--- src/rtl/apb_pkg.sv ---
// Shared types and helpers for the APB completer and its register file.
package apb_pkg;

  typedef enum logic [1:0] {
    IDLE = 2'd0,
    WAIT = 2'd1,
    DONE = 2'd2
  } apb_state_e;

  localparam int APB_ADDR_WIDTH  = 8;
  localparam int APB_DATA_WIDTH  = 32;
  localparam int APB_MEM_DEPTH   = 64;
  localparam int APB_WAIT_CYCLES = 2;

  // A transfer errors when it is not word aligned or lands past the last word.
  function automatic logic decodeError(input logic [1:0] byteOffset,
                                       input logic [31:0] wordIndex,
                                       input int unsigned depth);
    return (byteOffset != 2'b00) || (wordIndex >= depth);
  endfunction

endpackage

--- src/rtl/apb_regfile.sv ---
// Word-organised register file with byte-strobed writes and a registered read port.
module apb_regfile #(
  parameter int DATA_WIDTH = 32,
  parameter int MEM_DEPTH  = 64,
  parameter int IDX_W      = 6
) (
  input  logic                    clk,
  input  logic                    rst_n,
  input  logic                    we_i,
  input  logic [IDX_W-1:0]        wIdx_i,
  input  logic [DATA_WIDTH-1:0]   wData_i,
  input  logic [DATA_WIDTH/8-1:0] wStrb_i,
  input  logic                    re_i,
  input  logic                    rZero_i,
  input  logic [IDX_W-1:0]        rIdx_i,
  output logic [DATA_WIDTH-1:0]   rData_o
);

  localparam int STRB_W = DATA_WIDTH / 8;

  logic [DATA_WIDTH-1:0] mem_q [MEM_DEPTH];
  logic [DATA_WIDTH-1:0] rData_q;

  always_ff @(posedge clk or negedge rst_n) begin
    if (!rst_n) begin
      for (int i = 0; i < MEM_DEPTH; i++) begin
        mem_q[i] <= '0;
      end
    end else if (we_i) begin
      for (int b = 0; b < STRB_W; b++) begin
        if (wStrb_i[b]) begin
          mem_q[wIdx_i][8*b +: 8] <= wData_i[8*b +: 8];
        end
      end
    end
  end

  // Read data holds between completions; an errored read returns zero.
  always_ff @(posedge clk or negedge rst_n) begin
    if (!rst_n) begin
      rData_q <= '0;
    end else if (re_i) begin
      rData_q <= rZero_i ? '0 : mem_q[rIdx_i];
    end
  end

  assign rData_o = rData_q;

endmodule

--- src/rtl/apb_slave.sv ---
// APB completer in front of apb_regfile. Define APB_SLAVE_WAIT_EN to build the
// WAIT state and its wait-state counter (WAIT_CYCLES per transfer).
module apb_slave
  import apb_pkg::*;
#(
  parameter int ADDR_WIDTH  = APB_ADDR_WIDTH,
  parameter int DATA_WIDTH  = APB_DATA_WIDTH,
  parameter int MEM_DEPTH   = APB_MEM_DEPTH,
  parameter int WAIT_CYCLES = APB_WAIT_CYCLES
) (
  input  logic                    clk,
  input  logic                    rst_n,
  input  logic                    psel,
  input  logic                    penable,
  input  logic                    pwrite,
  input  logic [ADDR_WIDTH-1:0]   paddr,
  input  logic [DATA_WIDTH-1:0]   pwdata,
  input  logic [DATA_WIDTH/8-1:0] pstrb,
  output logic                    pready,
  output logic [DATA_WIDTH-1:0]   prdata,
  output logic                    pslverr
);

  localparam int IDX_W  = (MEM_DEPTH > 1) ? $clog2(MEM_DEPTH) : 1;
  localparam int STRB_W = DATA_WIDTH / 8;

  apb_state_e            state_q, state_d;
  logic [ADDR_WIDTH-1:0] addr_q, addr_d;
  logic                  isWrite_q, isWrite_d;
  logic [DATA_WIDTH-1:0] wdata_q, wdata_d;
  logic [STRB_W-1:0]     strb_q, strb_d;
  logic                  pready_q, pslverr_q;
`ifdef APB_SLAVE_WAIT_EN
  logic [3:0]            cnt_q, cnt_d;
`endif

  logic setupPhase;
  logic enterDone;
  logic errCur;
  logic errNext;
  logic memWe;
  logic memRe;

  assign setupPhase = psel & ~penable;

  always_comb begin
    state_d   = state_q;
    addr_d    = addr_q;
    isWrite_d = isWrite_q;
    wdata_d   = wdata_q;
    strb_d    = strb_q;
`ifdef APB_SLAVE_WAIT_EN
    cnt_d     = cnt_q;
`endif
    case (state_q)
      IDLE: begin
        if (setupPhase) begin
          addr_d    = paddr;
          isWrite_d = pwrite;
          wdata_d   = pwdata;
          strb_d    = pstrb;
`ifdef APB_SLAVE_WAIT_EN
          if (WAIT_CYCLES > 0) begin
            state_d = WAIT;
            cnt_d   = 4'(WAIT_CYCLES);
          end else begin
            state_d = DONE;
          end
`else
          state_d = DONE;
`endif
        end
      end
`ifdef APB_SLAVE_WAIT_EN
      WAIT: begin
        if (!psel) begin
          state_d = IDLE;
          cnt_d   = '0;
        end else if (cnt_q == 4'd1) begin
          state_d = DONE;
          cnt_d   = '0;
        end else begin
          cnt_d = cnt_q - 4'd1;
        end
      end
`endif
      DONE:    state_d = IDLE;
      default: state_d = IDLE;
    endcase
  end

  // Entering DONE can coincide with the setup latch, so decode the incoming address too.
  assign errCur    = decodeError(addr_q[1:0], 32'(addr_q[ADDR_WIDTH-1:2]), MEM_DEPTH);
  assign errNext   = decodeError(addr_d[1:0], 32'(addr_d[ADDR_WIDTH-1:2]), MEM_DEPTH);
  assign enterDone = (state_d == DONE);
  assign memRe     = enterDone & ~isWrite_d;
  assign memWe     = (state_q == DONE) & psel & penable & isWrite_q & ~errCur;

  always_ff @(posedge clk or negedge rst_n) begin
    if (!rst_n) begin
      state_q   <= IDLE;
      addr_q    <= '0;
      isWrite_q <= 1'b0;
      wdata_q   <= '0;
      strb_q    <= '0;
      pready_q  <= 1'b0;
      pslverr_q <= 1'b0;
`ifdef APB_SLAVE_WAIT_EN
      cnt_q     <= '0;
`endif
    end else begin
      state_q   <= state_d;
      addr_q    <= addr_d;
      isWrite_q <= isWrite_d;
      wdata_q   <= wdata_d;
      strb_q    <= strb_d;
      pready_q  <= enterDone;
      pslverr_q <= enterDone & errNext;
`ifdef APB_SLAVE_WAIT_EN
      cnt_q     <= cnt_d;
`endif
    end
  end

  apb_regfile #(
    .DATA_WIDTH(DATA_WIDTH),
    .MEM_DEPTH (MEM_DEPTH),
    .IDX_W     (IDX_W)
  ) u_regfile (
    .clk    (clk),
    .rst_n  (rst_n),
    .we_i   (memWe),
    .wIdx_i (IDX_W'(addr_q[ADDR_WIDTH-1:2])),
    .wData_i(wdata_q),
    .wStrb_i(strb_q),
    .re_i   (memRe),
    .rZero_i(errNext),
    .rIdx_i (IDX_W'(addr_d[ADDR_WIDTH-1:2])),
    .rData_o(prdata)
  );

  assign pready  = pready_q;
  assign pslverr = pslverr_q;

endmodule
--- config.mk ---
export PLATFORM = sky130hd
export DESIGN_NAME = apb_slave
export DESIGN_NICKNAME = d
export VERILOG_FILES = /design/src/rtl/apb_pkg.sv /design/src/rtl/apb_regfile.sv /design/src/rtl/apb_slave.sv
export SDC_FILE = /design/constraint.sdc
export NUM_CORES = 2
export LEC_CHECK = 0
export BUFFER_PORTS_ARGS = -buffer_cell sky130_fd_sc_hd__clkbuf_2
export CORE_MARGIN = 10
export CORE_UTILIZATION = 23
export CTS_CLUSTER_DIAMETER = 30
export DETAILED_ROUTE_END_ITERATION = 10
export PLACE_DENSITY = 0.37
export SYNTH_ARGS = -nofsm -noshare
export SYNTH_HDL_FRONTEND = slang
export SYNTH_HIERARCHICAL = 1
export SYNTH_SLANG_ARGS = --single-unit
--- constraint.sdc ---
create_clock -name clk -period 9 [get_ports clk]
set_input_delay 2.7 -clock clk [delete_from_list [all_inputs] [get_ports clk]]
set_output_delay 2.7 -clock clk [all_outputs]
set_load 0.02 [all_outputs]
==> flow_summary.toml <==
[power]
p_leak_nw = 58.5
vdd_drop_max_mv = 0.183
power.density_mw_per_mm2 = 277

[global_route]
grt_max_degree = 165
track_usage_pct = 15.5
grtUsageMet2_pct = 24.7
antenna_found_initial = 23
grt_pass1_vias = 63000
grtUsageMet3_pct = 2.99
gr-total-overflow = 0
grt_pass1_wl_um = 500000
busiest_layer = "met2"
use_met1_pct = 21.1

[logic_synthesis]
synth_top_cell_area_share_pct = 55.3
ys_types = 52
synth-seq-cells = 2129
synth_cells = 6178
syn_area_mm2 = 0.0963
synth_nets = 6227
synthArstFlopShare_pct = 100
yosysWarnings = 6
syn_area_per_cell_um2 = 15.6
synth_top_flop_cell = "dfrtp_1"
synthTopCellsByCount = "dfrtp_1, mux2_2, mux4_2, mux2i_1, clkbuf_1"
yosysSeqAreaShare_pct = 55.3
yosys.area.top_type = "dfrtp_1"
synth_edf_count = 0
synthTopCellsByArea = "dfrtp_1, mux2_2, mux4_2"
synth.most_common_cell = "dfrtp_1"

[route]
wl_per_cell_um = 27.9
ant_nets = 0
drt-initial-drc-count = 3402
drt_first_pass_iters = 5
route.detailed.drc = 0
vias_per_cell = 4.60
finalWirelength_um = 352000
vias = 58100

[clock_tree]
post_cts_buffers = 0
cts_made_buffers = 610
clock_latency_ns = 1.01
cts_root_buf = "clkbuf_16"
cts_hold_buf = 0
tritoncts = "built"
clock_sinks = 2129
post_cts_resize_count = 0
max-clock-path-buffers = 4
clk_pin_slew_ns = 0.04
ctsHtreeMaxLevel = 6

[finish]
fin_cells = 12600
synthToLayoutAreaGrowth_pct = 29.5
fin_util_pct = 29.9
finalNetCount = 6658
drive_gt1_share_pct = 53.3

[die]
fp.dieH_um = 667
core_mm2 = 0.417
die_area_mm2 = 0.445
start_util_pct = 23.1
row_count = 237
pin_count = 83
dieWidth_um = 667

[place]
dp.cells = 11500
hpwl_um = 220000
finalWeightedCongestion = 0.756
dp_slack_ns = 1.44
io_buffers = 82

[hold_path]
holdCritPathClass = "reg2reg"
hold_path_depth = 1
hp-start = "u_regfile/mem_q[873]$_DFFE_PN0P_"

[critical_path]
cp_num_cells = 9
r2r_cells = 8
start_kind = "input pin"
critPathKind = "in2reg"
critical_path.top_delay_family = "simple AND/OR/NAND/NOR gates"
cp.buffers_inverters = 3
cp_max_fo = 49
worst_path_max_delay_cell = "nor2_2"
slowest_delay_ns = 1.32
timing.rr.start = "state_q[1]$_DFF_PN0_"
crit_chain = "clkbuf_2 > nor4b_4 > buf_12 > mux2_1 > inv_1 > nand2_2 > nor2_2 > a221oi_1 > nand2_1"
required_ns = 9.92
cp-end-kind = "flip-flop"
cp-startpoint = "penable"
worstPathArrival_ns = 7.49

[sta]
min_period_ns = 6.56
slew_headroom_pct = 6.53
period_share_pct = 72.9
hold_slack_ns = 0.483
hold_violations = 0
setup_viol = 0
rsz0062_at_grt = "no"
slew_violations = 0
setup_slack_ns = 2.44
setup-tns-final_ns = 0
tightestPinTransition_ns = 1.40
max_freq_mhz = 152
fin_skew_ns = 0.0448

[run]
max_cap_violations = 0

[run_status]
status = "finished, final reports clean"
==> stage by stage <==
| stage | area, µm² | power [W] |
|---|---|---|
| floorplan | 96300 | 0.0116 |
| global placement | 104000 | 0.0132 |
| detailed placement | 104000 | 0.0132 |
| CTS | 125000 | 0.0351 |
| global route | 125000 | 0.0358 |
| finish | 125000 | 0.0346 |
==> kinds of logic after synthesis <==
family,count (synthesis),share of synthesized area [%]
buf+inv,459,2.20
mux,2855,38.4
simple gates,512,2.31
compound gates,222,1.71
flops,2129,55.3
other cells,1,0.00390
==> where the power goes <==
| group | switching, W | internal [W] | total [W] |
|---|---|---|---|
| logic | 0.00230 | 0.000821 | 0.00312 |
| clock network | 0.00645 | 0.0152 | 0.0216 |
| registers | 0.000160 | 0.00969 | 0.00985 |
| total | 0.00891 | 0.0257 | 0.0346 |
==> state kept, by name, summed over array words and instances (netlist names) <==
| register | count |
|---|---|
| addr_q | 8 |
| isWrite_q | 1 |
| pready | 1 |
| pslverr | 1 |
| state_q | 2 |
| strb_q | 4 |
| u_regfile/mem_q | 2048 |
| u_regfile/rData_o | 32 |
| wdata_q | 32 |
==> layout make-up <==
cell class,instances,area (µm²)
fill,41500,292000
sequential,2129,53300
multi-input combinational,3590,41100
clock buffer,867,17800
tap,5497,6880
clock inverter,231,3180
timing repair buffer,272,2280
antenna,25,62.6
inverter,6,23.8
==> layout by cell type (no fill, tap or decap), drive strengths merged, types with 59 or more instances in the layout <==
| master | netlist | final |
|---|---|---|
| dfrtp | 2129 | 2129 |
| buf | 176 | 191 |
| clkbuf | 277 | 948 |
| mux2i | 283 | 283 |
| mux2 | 2109 | 2109 |
| nand2 | 165 | 165 |
| mux4 | 463 | 463 |
| nand3 | 59 | 59 |
| clkinv | 0 | 147 |
| a22oi | 116 | 116 |
| nor2 | 225 | 225 |
==> worst paths after layout <==
check / end / slack (ns)
max in group asynchronous: wdata_q[23]$_DFFE_PN0P_ / 5.39
max reg2reg: u_regfile/rData_o[20]$_DFFE_PN0P_ / 3.86
max: u_regfile/rData_o[20]$_DFFE_PN0P_ / 2.44
min reg2reg: u_regfile/mem_q[873]$_DFFE_PN0P_ / 0.48
min: u_regfile/mem_q[873]$_DFFE_PN0P_ / 0.48
min in group asynchronous: u_regfile/mem_q[743]$_DFFE_PN0P_ / 1.73
==> routing by layer <==
layer | vias up | routed length, µm | share of wire [%]
met1 | 31900 | 160000 | 45
met2 | 1414 | 164000 | 47
met4 | 2 | 11200 | 3.2
li1 | 24200 | - | -
met5 | - | 7 | 0.0020
met3 | 603 | 17200 | 4.9
Power figures use the tool's default switching activity.
